## config.mk

```make
export PLATFORM = sky130hd
export DESIGN_NAME = single_port_ram
export DESIGN_NICKNAME = d
export VERILOG_FILES = /design/src/rtl/spram_pkg.sv /design/src/rtl/single_port_ram.sv
export SDC_FILE = /design/constraint.sdc
export NUM_CORES = 1
export LEC_CHECK = 0
export BUFFER_PORTS_ARGS = -buffer_cell sky130_fd_sc_hd__buf_2
export CAP_MARGIN = 10
export CELL_PAD_IN_SITES_DETAIL_PLACEMENT = 0
export CELL_PAD_IN_SITES_GLOBAL_PLACEMENT = 1
export CORE_ASPECT_RATIO = 0.9
export CORE_MARGIN = 3
export CORE_UTILIZATION = 39
export DETAILED_ROUTE_END_ITERATION = 8
export PLACE_DENSITY = 0.63
export REMOVE_ABC_BUFFERS = 1
export SKIP_LAST_GASP = 1
export SYNTH_ARGS = -nofsm -noshare
export SYNTH_HDL_FRONTEND = slang
export SYNTH_SLANG_ARGS = --single-unit
export TNS_END_PERCENT = 5
```

## constraint.sdc

```tcl
create_clock -name clk -period 2.21 [get_ports clk]
set_input_delay 0.442 -clock clk [delete_from_list [all_inputs] [get_ports clk]]
set_output_delay 0.442 -clock clk [all_outputs]
set_load 0.005 [all_outputs]
```

## src/rtl/spram_pkg.sv

```systemverilog
// Shared default geometry for the single-port RAM.
package spram_pkg;

    localparam int SPRAM_DATA_WIDTH = 8;
    localparam int SPRAM_ADDR_WIDTH = 6;

endpackage : spram_pkg

```

## src/rtl/single_port_ram.sv

```systemverilog
// Single-port synchronous RAM: one read or write per cycle, registered read data.
// Reset clears only the output register; the array stays reset-free so it maps onto RAM.
module single_port_ram
    import spram_pkg::*;
#(
    parameter int DATA_WIDTH = SPRAM_DATA_WIDTH,
    parameter int ADDR_WIDTH = SPRAM_ADDR_WIDTH,
    parameter int DEPTH      = 2 ** ADDR_WIDTH
) (
    input  logic [DATA_WIDTH-1:0] data,
    input  logic [ADDR_WIDTH-1:0] address,
    input  logic                  en,
    input  logic                  write_enable,
    input  logic                  clk,
    output logic [DATA_WIDTH-1:0] q,
    input  logic                  rst_n
);

    generate
        if (DEPTH < 1 || DEPTH > 2 ** ADDR_WIDTH) begin : g_depth_check
            $error("single_port_ram: DEPTH must be in 1..2**ADDR_WIDTH");
        end
    endgenerate

    logic [DATA_WIDTH-1:0] mem [DEPTH];

    logic wr_access;
    logic rd_access;
    logic wr_commit;

    assign wr_access = en && write_enable;
    assign rd_access = en && !write_enable;
    // Writes are dropped while reset is held so the array is untouched by reset activity.
    assign wr_commit = wr_access && rst_n;

    always_ff @(posedge clk) begin
        if (wr_commit) begin
            mem[address] <= data;
        end
    end

    always_ff @(posedge clk or negedge rst_n) begin
        if (!rst_n) begin
            q <= '0;
        end else if (rd_access) begin
            q <= mem[address];
        end
    end

endmodule : single_port_ram

```

==> results of run 1 <==
[per-stage QoR]
step | util (%) | cells
detailed placement | 44.8 | 2024
finish | 48.4 | 2128
CTS | 48.3 | 2125
floorplan | - | 1056
global route | 48.4 | 2127
global placement | 44.8 | 2024
[state kept, by name, summed over array words and instances, names as in the netlist]
| name | cells |
|---|---|
| mem | 512 |
| q | 8 |
[final cells by class]
cell class                      instances  area (µm²)
Sequential cell                       520       15600
Inverter                                2        7.51
Fill cell                            4381       26800
Multi-Input combinational cell        534        4510
Timing Repair Buffer                  283        2320
Clock inverter                         38         395
Clock buffer                           62        1450
Tap cell                              688         861
Antenna cell                            1        2.50
[how the worst min path moves through the flow]
stage,from,endpoint,slack (ns),depth (start not counted)
after floorplan,rst_n,q[0]$_DFFE_PN0P_,0.15,0
after global placement,rst_n,q[2]$_DFFE_PN0P_,0.49,2
after detailed placement,rst_n,q[2]$_DFFE_PN0P_,0.49,2
after CTS,data[5],mem[10][5]$_DFFE_PP_,0.32,1
after global routing,data[0],mem[12][0]$_DFFE_PP_,0.23,1
final,data[0],mem[36][0]$_DFFE_PP_,0.24,1
[timing repair]
action	in CTS	in global routing
resized for setup	0	0
hold buffers	1	0
hold endpoints to repair	8	0
[cell usage after synthesis, types with 5 or more instances]
cell type  instances  area, µm²
nor2b_1            5       31.3
a22o_1            11       96.3
edfxtp_1         512      15400
buf_4             12       90.1
o211ai_1           8       60.1
o22ai_1           17        106
a221o_1            5       50.1
a21oi_1           39        195
mux2_2            25        282
clkbuf_1          24       90.1
a31oi_1            7       43.8
mux2_4             6       90.1
nor2_1            95        357
mux2i_1           62        621
and3_1             6       37.5
mux4_2            46       1040
dfrtp_1            8        200
nand2_1           34        128
a221oi_1          27        236
o21ai_0           30        150
a22oi_1           30        225
o2bb2ai_1          7       61.3
mux4_1             7        184
buf_2             25        125
buf_6             11        124
nand3_1           11       55.1
[power by group through the flow]
stage | Clock, mW | Sequential (mW) | Combinational, mW
floorplan | 0 | 11.1 | 0.429
global placement | 0 | 11.1 | 1.31
detailed placement | 0 | 11.1 | 1.32
CTS | 9.56 | 10.9 | 1.33
global route | 9.96 | 10.9 | 1.41
finish | 9.39 | 10.9 | 1.33
[layer usage]
metal  up-vias  global-route usage [%]  wire length, µm
met5         -                    1.12               87
met4         2                    5.65             1300
met3        85                    3.76             4360
met2       454                    31.2            25700
met1      6080                    31.2            25500
li1       5139                       -                -
[placed cells by master, fill, tap and decap left out, types with 7 or more instances in the layout]
master | Yosys | layout
a21oi_1 | 39 | 39
a221oi_1 | 27 | 27
a22o_1 | 11 | 11
a22oi_1 | 30 | 30
a31oi_1 | 7 | 7
buf_12 | 1 | 19
buf_2 | 25 | 22
buf_4 | 12 | 239
bufinv_16 | 0 | 7
clkbuf_16 | 0 | 57
clkinv_1 | 0 | 8
clkinv_2 | 0 | 10
clkinvlp_4 | 0 | 7
dfrtp_1 | 8 | 8
edfxtp_1 | 512 | 512
mux2_2 | 25 | 25
mux2i_1 | 62 | 62
mux4_1 | 7 | 7
mux4_2 | 46 | 46
nand2_1 | 34 | 34
nand3_1 | 11 | 11
nor2_1 | 95 | 94
o211ai_1 | 8 | 8
o21ai_0 | 30 | 30
o22ai_1 | 17 | 17
o2bb2ai_1 | 7 | 7
[worst max-delay path: stages (launching register included)]
cell	delay, ns
edfxtp_1	0.37
mux4_2	0.46
mux2i_1	0.28
o2bb2ai_1	0.17
a2111o_1	0.41
o32a_1	0.29
[cells by family after synthesis]
kind of cell / synth area share (%)
multiplexers: 10.8
AND/OR/NAND/NOR: 3.95
buffers and inverters: 2.24
flip-flops: 75.8
AO/OA/AOI/OAI: 7.25
==> metrics.md, run 1 <==
| Metric | Value |
|---|---|
| Status | `finished, final reports clean` |
| H-tree levels | `2` |
| Initial antenna violation count | `2` |
| Core Footprint | `51,900 µm²` |
| Average vias per placed instance | `5.53` |
| Flop pwr share | `50.5%` |
| Starting Density | `39.6%` |
| Die Span Y | `224 µm` |
| Total gr overflow | `0` |
| Crit start category | `register` |
| Number of synthesized flops with an enable pin | `512` |
| Placer congestion estimate | `0.861` |
| Final Slew Violations | `0` |
| Arrival @ worst endpoint | `2.57 ns` |
| Post-route setup TNS | `0 ns` |
| MaxCap Viol Count | `0` |
| Synth warn | `0` |
| Post-synth ARST share | `1.54%` |
| I/O Buffers | `25` |
| Primary FF master, synth | `edfxtp_1` |
| Detailed Place HPWL | `37,700 µm` |
| Die X-Extent | `248 µm` |
| Clk root buf | `clkbuf_16` |
| Num rows | `79` |
| Timing endpoint of the critical path | `q[0]$_DFFE_PN0P_` |
| Unrepaired setup endpoints after global routing | `false` |
| Unique masters post-synth | `60` |
| DR pass1 iterations | `5` |
| DP Area | `23,200 µm²` |
| Clock skew | `0.0233 ns` |
| R2R cell count | `5` |
| Synthesized area | `20,500 µm²` |
| Number of global-route vias before repair | `11,800` |
| Final wirelength | `56,900 µm` |
| Mean post-synth cell area | `18.2 µm²` |
| Overall Power | `21.6 mW` |
| Share of cells above drive strength 1 | `31.7%` |
| Post-Place Worst Slack | `-0.415 ns` |
| Static leakage | `8.57 nW` |
| R2r startpoint | `mem[14][0]$_DFFE_PP_` |
| Die ar. | `55,500 µm²` |
| Area Overhead vs Synth | `22.2%` |
| FF-to-FF End | `q[0]$_DFFE_PN0P_` |
| Worst slew pin tran | `0.849 ns` |
| IR drop worst, VDD | `632 µV` |
| Routed length per instance | `26.7 µm` |
| Setup crit end kind | `register` |
| Setup bufs post-CTS | `0` |
| Clock Latency Late Sink | `0.61 ns` |
| Fin. Hold Viols | `0` |
| Clk buf depth | `3` |
| Fmax | `481 MHz` |
| Min-delay worst type | `primary input to register` |
| CP max FO | `1` |
| First-pass GRT wire length | `82,700 µm` |
| Setup WS post-layout | `0.133 ns` |
| CTS tree | `built` |
| Crit Path Class | `register to register` |
| CTS sink cnt | `520` |
| TritonCTS Buffers | `54` |
| P_int | `16.9 mW` |
| Seq cells post-synth | `520` |
| Aggregate global-route resource usage | `20.8%` |
| Power Dens Cells | `862 nW/µm²` |
| Switching power | `4.69 mW` |
| Reg-to-reg slack, setup | `0.13 ns` |
| Final count of negative-setup-slack endpoints | `0` |
| Hold_ws | `0.244 ns` |
| Post-route design area | `25,100 µm²` |
| Antenna Violating Nets Remaining | `0` |
| Clock slew at reported path FFs | `0.07 ns` |
| Power share of the clock group | `43.4%` |
| Switching share of power | `21.7%` |
| Crit path time final | `2.08 ns` |
| Logic pwr share | `6.1%` |
| Via count | `11,800` |
| Worst slew margin | `43.4%` |
| Final period util | `94.0%` |
| Crit path from | `mem[14][0]$_DFFE_PP_` |
| Seq/Total Area, Yosys | `75.8%` |
| DRT iter0 DRCs | `1,174` |
| Drt drc | `0` |
| Syn Inst Count | `1,130` |
| Largest net degree at the start of global routing | `65` |
| Layout Nets | `1,413` |
| Worst Path Required | `2.71 ns` |
| Io pins | `26` |
(Power assumes the default switching activity.)
==> inputs of run 2 (changes only) <==
- CORE_ASPECT_RATIO: 0.9 -> 0.8
==> run 2 against run 1 <==
Clock-buffer cell count shrank 3; clock power shrank 10%; flip-flop and latch count is the same; register-to-register slack gained 0.05 ns; sequential share of layout area grew 0.59 points; die area is essentially flat; final area shrank 0.94%; worst hold slack gained 0.11 ns; core utilization shrank 0.16 points; clock skew shrank 0.0071 ns; global-route usage shrank 0.13 points; total power shrank 4.4%; largest power group unchanged.
==> metrics.md, run 2 (synthesized netlist as in run 1, its figures left out) <==
| Metric | Value |
|---|---|
| WL met2 | `24,800 µm` |
| Number of fill cells in the layout | `4,317` |
| N_diodes | `0` |
| Fin. Hold Viols | `0` |
| CTS tree | `built` |
| H-tree levels | `2` |
| Hold_ws | `0.353 ns` |
| FF+latch area | `15,600 µm²` |
| Static leakage | `8.47 nW` |
| Overall Power | `20.7 mW` |
| Num rows | `74` |
| CP max FO | `21` |
| Via count | `11,800` |
| Most frequent CP cell | `buf_4` |
| Worst slew margin | `36.2%` |
| Share of cells above drive strength 1 | `31.0%` |
| Area Overhead vs Synth | `21.1%` |
| Worst slew pin tran | `0.956 ns` |
| Initial antenna violation count | `2` |
| Core Footprint | `51,600 µm²` |
| Setup bufs post-CTS | `0` |
| Drt drc | `0` |
| CP peak stage delay | `0.44 ns` |
| DR top layer | `met5` |
| Final count of negative-setup-slack endpoints | `0` |
| Die Span Y | `211 µm` |
| Reg-to-reg slack, setup | `0.18 ns` |
| Average vias per placed instance | `5.60` |
| Min-delay worst type | `primary input to register` |
| DR pass1 iterations | `5` |
| Clk root buf | `clkbuf_16` |
| CTS Hold Bufs | `1` |
| FF-to-FF End | `q[3]$_DFFE_PN0P_` |
| Biggest regs | `mem (512), q (8)` |
| Post-route design area | `24,900 µm²` |
| Finished Core Util | `48.2%` |
| Hold path cells | `2` |
| IR drop worst, VDD | `697 µV` |
| Unrepaired setup endpoints after global routing | `false` |
| Clock slew at reported path FFs | `0.06 ns` |
| Most flops, register | `mem` |
| R2R cell count | `5` |
| MaxCap Viol Count | `0` |
| Final Slew Violations | `0` |
| Most frequent cells in the layout | `512 x edfxtp_1, 236 x buf_4, 95 x nor2_1` |
| Largest net degree at the start of global routing | `65` |
| DP Area | `23,300 µm²` |
| Setup WS post-layout | `0.133 ns` |
| Arrival @ worst endpoint | `2.54 ns` |
| Multi-input logic area | `4510 µm²` |
| Io pins | `26` |
| Hold EP | `mem[62][4]$_DFFE_PP_` |
| Setup crit end kind | `register` |
| Crit start category | `primary input` |
| Die X-Extent | `263 µm` |
| Hold Startpoint | `data[4]` |
| Fmax | `482 MHz` |
| Aggregate global-route resource usage | `20.7%` |
| Detailed Place HPWL | `39,100 µm` |
| Final period util | `94.0%` |
| Starting Density | `39.8%` |
| Number of global-route vias before repair | `11,900` |
| Power Dens Cells | `831 nW/µm²` |
| DRT met1 WL | `26,000 µm` |
| Total gr overflow | `0` |
| TritonCTS Buffers | `51` |
| Leading cell type in the layout, fill and taps excluded | `edfxtp_1` |
| CTS sink cnt | `520` |
| I/O Buffers | `25` |
| DRT iter0 DRCs | `1,401` |
| Layout Nets | `1,409` |
| Placer congestion estimate | `0.857` |
| Die ar. | `55,500 µm²` |
| Clk buf depth | `3` |
| Dpl cells | `2,021` |
| Slowest CP cell | `a21oi_1` |
| Final wirelength | `57,200 µm` |
| Max reg flops | `512` |
| Clock Latency Late Sink | `0.59 ns` |
| Crit path time final | `2.08 ns` |
| Critical-path cell list | `buf_6 -> buf_4 -> and2b_2 -> buf_4 -> a32o_1 -> a21oi_1 -> o22ai_1 -> o32a_1` |
| Routed length per instance | `27.0 µm` |
| Post-route setup TNS | `0 ns` |
| Buffers and inverters on the worst path | `3` |
| First-pass GRT wire length | `83,400 µm` |
| Crit Path Class | `primary input to register` |
| Fin cells | `2,116` |
| Status | `finished, final reports clean` |
| Cts repair resizes | `0` |
| R2r startpoint | `mem[51][3]$_DFFE_PP_` |
| Antenna Violating Nets Remaining | `0` |
| Clock skew | `0.0162 ns` |
| Metal3 WL | `4960 µm` |
| Worst Path Required | `2.68 ns` |
| Post-Place Worst Slack | `-0.382 ns` |
| CP delay by family, top | `compound AO/OA/AOI/OAI gates` |
-- run 2: cell types whose count changed in the layout (fill, tap and decap cells not counted), moves of 2 or more --
cell	delta
clkinv_2	+4
buf_12	+2
clkbuf_16	-6
bufinv_16	-3
clkinvlp_4	-4
buf_4	-3
clkbuf_1	+3
-- run 2: how the worst max path moves through the flow --
stage	from	endpoint	slack, ns	depth (start not counted)
2_1_floorplan	address[0]	q[4]$_DFFE_PN0P_	-0.10	6
3_3_place_gp	address[1]	q[6]$_DFFE_PN0P_	-0.38	9
3_5_place_dp	address[1]	q[3]$_DFFE_PN0P_	-0.38	7
4_1_cts	mem[28][3]$_DFFE_PP_	q[3]$_DFFE_PN0P_	0.23	5
5_1_grt	mem[51][3]$_DFFE_PP_	q[3]$_DFFE_PN0P_	0.09	5
6_report	address[1]	q[3]$_DFFE_PN0P_	0.13	8
-- run 2: routing by layer --
metal,up-vias,track usage [%]
met3,88,4.73
met1,6132,31.0
met4,2,6.36
met2,485,30.1
met5,-,0
li1,5137,-
-- run 2: report_power, final --
part | total [mW] | switching [mW] | internal, mW
Clock | 8.42 | 3.70 | 4.72
Combinational | 1.34 | 0.791 | 0.546
Sequential | 10.9 | 0.0575 | 10.9
Total | 20.7 | 4.55 | 16.1
-- run 2: worst reg2reg max path: cells and delay by family (launching register included) --
kind,cells,cell delay [ns]
mux,1,0.28
flops,1,0.35
compound gates,4,1.28
-- run 2: area by class of cell --
class,instances,share of cell area (%)
tap,684,3.44
sequential,520,62.6
inverter,2,0.0302
clock buffer,59,5.25
timing repair buffer,282,9.38
multi-input combinational,534,18.1
clock inverter,35,1.17
==> inputs of run 3 (changes only) <==
- CAP_MARGIN: 10 -> default
- PLACE_DENSITY: 0.63 -> default
- PLACE_DENSITY_LB_ADDON: default -> 0.08
==> run 3 against run 2 <==
First-iteration DRC count decreased by 20%; worst hold slack got worse by 0.031 ns; via count shrank 2.0%; register-to-register slack worse by 0.05 ns; die area is the same; fmax is 2.1% lower; non-clock buffer count rose by 12; critical path type unchanged; critical endpoint is now q[5]$_DFFE_PN0P_; largest cell class unchanged.
==> metrics.md, run 3 (synthesized netlist as in run 1, its figures left out) <==
| Metric | Value |
|---|---|
| R2r startpoint | `mem[24][3]$_DFFE_PP_` |
| Worst slew margin | `46.8%` |
| Crit Path Class | `primary input to register` |
| First-pass GRT wire length | `87,000 µm` |
| Most frequent CP cell | `buf_4` |
| Hold EP | `mem[59][3]$_DFFE_PP_` |
| Clk buf depth | `3` |
| Worst Path Required | `2.67 ns` |
| Hold path cells | `1` |
| Die X-Extent | `263 µm` |
| CP max FO | `18` |
| CP peak stage delay | `0.36 ns` |
| Fmax | `471 MHz` |
| CTS Hold Bufs | `1` |
| Power Dens Cells | `837 nW/µm²` |
| Die ar. | `55,500 µm²` |
| Crit path time final | `2.12 ns` |
| Total gr overflow | `0` |
| Flop pwr share | `51.9%` |
| Clock Latency Late Sink | `0.60 ns` |
| Io pins | `26` |
| Hold Startpoint | `data[3]` |
| CTS tree | `built` |
| Post-route design area | `25,100 µm²` |
| H-tree levels | `2` |
| Placer congestion estimate | `0.866` |
| MaxCap Viol Count | `0` |
| Cts repair resizes | `0` |
| Reg-to-reg slack, setup | `0.13 ns` |
| TritonCTS Buffers | `52` |
| Number of global-route vias before repair | `11,800` |
| Fin. Hold Viols | `0` |
| Die Span Y | `211 µm` |
| R2R cell count | `5` |
| Leading cell type in the layout, fill and taps excluded | `edfxtp_1` |
| Final period util | `96.0%` |
| FF-to-FF End | `q[3]$_DFFE_PN0P_` |
| Post-route setup TNS | `0 ns` |
| Aggregate global-route resource usage | `21.9%` |
| Unrepaired setup endpoints after global routing | `false` |
| Clk root buf | `clkbuf_16` |
| Share of cells above drive strength 1 | `31.4%` |
| Core Footprint | `51,600 µm²` |
| Buffers and inverters on the worst path | `4` |
| Average vias per placed instance | `5.44` |
| Crit start category | `primary input` |
| Clock slew at reported path FFs | `0.06 ns` |
| Initial antenna violation count | `3` |
| Switching power | `4.60 mW` |
| Largest net degree at the start of global routing | `65` |
| Setup crit end kind | `register` |
| Via count | `11,600` |
| Detailed Place HPWL | `40,600 µm` |
| Drt drc | `0` |
| Slowest CP cell | `mux2_2` |
| Post-Place Worst Slack | `-0.518 ns` |
| Arrival @ worst endpoint | `2.58 ns` |
| P_int | `16.4 mW` |
| CTS sink cnt | `520` |
| CP delay by family, top | `compound AO/OA/AOI/OAI gates` |
| Worst slew pin tran | `0.798 ns` |
| Static leakage | `8.59 nW` |
| Biggest regs | `mem (512), q (8)` |
| Final Slew Violations | `0` |
| Power share of the clock group | `41.3%` |
| Min-delay worst type | `primary input to register` |
| Status | `finished, final reports clean` |
| Num rows | `74` |
| Setup WS post-layout | `0.0884 ns` |
| DRT iter0 DRCs | `1,116` |
| Antenna Violating Nets Remaining | `0` |
| Clock skew | `0.0214 ns` |
| Final count of negative-setup-slack endpoints | `0` |
| Routed length per instance | `28.4 µm` |
| I/O Buffers | `25` |
| Starting Density | `39.8%` |
| Most flops, register | `mem` |
| Dpl cells | `2,033` |
| Most frequent cells in the layout | `512 x edfxtp_1, 241 x buf_4, 94 x nor2_1` |
| Max reg flops | `512` |
| Area Overhead vs Synth | `22.3%` |
| Critical-path cell list | `buf_6 -> buf_4 -> buf_4 -> mux2_2 -> a221oi_1 -> o22ai_1 -> a21oi_1 -> buf_4 -> a31oi_1` |
| Fin cells | `2,133` |
| DP Area | `23,500 µm²` |
| Setup bufs post-CTS | `0` |
| Switching share of power | `21.9%` |
| IR drop worst, VDD | `646 µV` |
| Layout Nets | `1,422` |
| Final wirelength | `60,500 µm` |
| Logic pwr share | `6.7%` |
| DR pass1 iterations | `5` |
[run 3: cell types whose count changed in the layout (fill, tap and decap cells not counted), sizes merged]
| cell | previous run | this run |
|---|---|---|
| clkbuf | 59 | 62 |
| buf | 281 | 293 |
| clkinvlp | 3 | 1 |
| bufinv | 4 | 5 |
| inv | 5 | 4 |
| diode | 0 | 4 |
[run 3: layer usage]
metal | wire length [µm] | global-route usage (%)
met2 | 26100 | 32.2
met1 | 30000 | 34.5
met5 | 13 | 0
met4 | 1040 | 4.80
met3 | 3360 | 3.52
[run 3: worst max-delay path by stage]
stage | start | end | slack, ns | cells after the start
finish | address[1] | q[5]$_DFFE_PN0P_ | 0.09 | 9
global route | address[1] | q[6]$_DFFE_PN0P_ | 0.04 | 10
CTS | mem[14][0]$_DFFE_PP_ | q[0]$_DFFE_PN0P_ | 0.12 | 5
detailed placement | address[0] | q[1]$_DFFE_PN0P_ | -0.52 | 9
global placement | address[0] | q[3]$_DFFE_PN0P_ | -0.50 | 8
floorplan | address[0] | q[4]$_DFFE_PN0P_ | -0.10 | 6
[run 3: worst register-to-register path, cell delays in order, from the launching register on]
cell and delay [ns]:
edfxtp_1 0.37, mux4_1 0.49, mux2i_1 0.26, o22a_1 0.28
o21ai_0 0.20, o32a_1 0.36
[run 3: power by group through the flow]
stage	registers [mW]	logic (mW)	clock network, mW
finish	10.9	1.41	8.69
global route	10.9	1.50	9.29
CTS	10.9	1.42	8.91
detailed placement	11.1	1.41	0
global placement	11.1	1.41	0
floorplan	11.1	0.429	0
[run 3: cell type report]
type,count,area (µm²)
fill,4363,26400
sequential,520,15600
multi-input combinational,534,4510
timing repair buffer,294,2510
clock buffer,62,1360
tap,684,856
clock inverter,33,293
antenna,4,10.0
inverter,2,7.51
[run 3: through the flow]
step / hold WS (ns) / power [mW] / util [%]
floorplan: 0.146 / 11.5 / -
finish: 0.321 / 21.0 / 48.7
global placement: 0.489 / 12.5 / 45.5
CTS: 0.302 / 21.2 / 48.7
global route: 0.326 / 21.7 / 48.7
detailed placement: 0.489 / 12.5 / 45.5
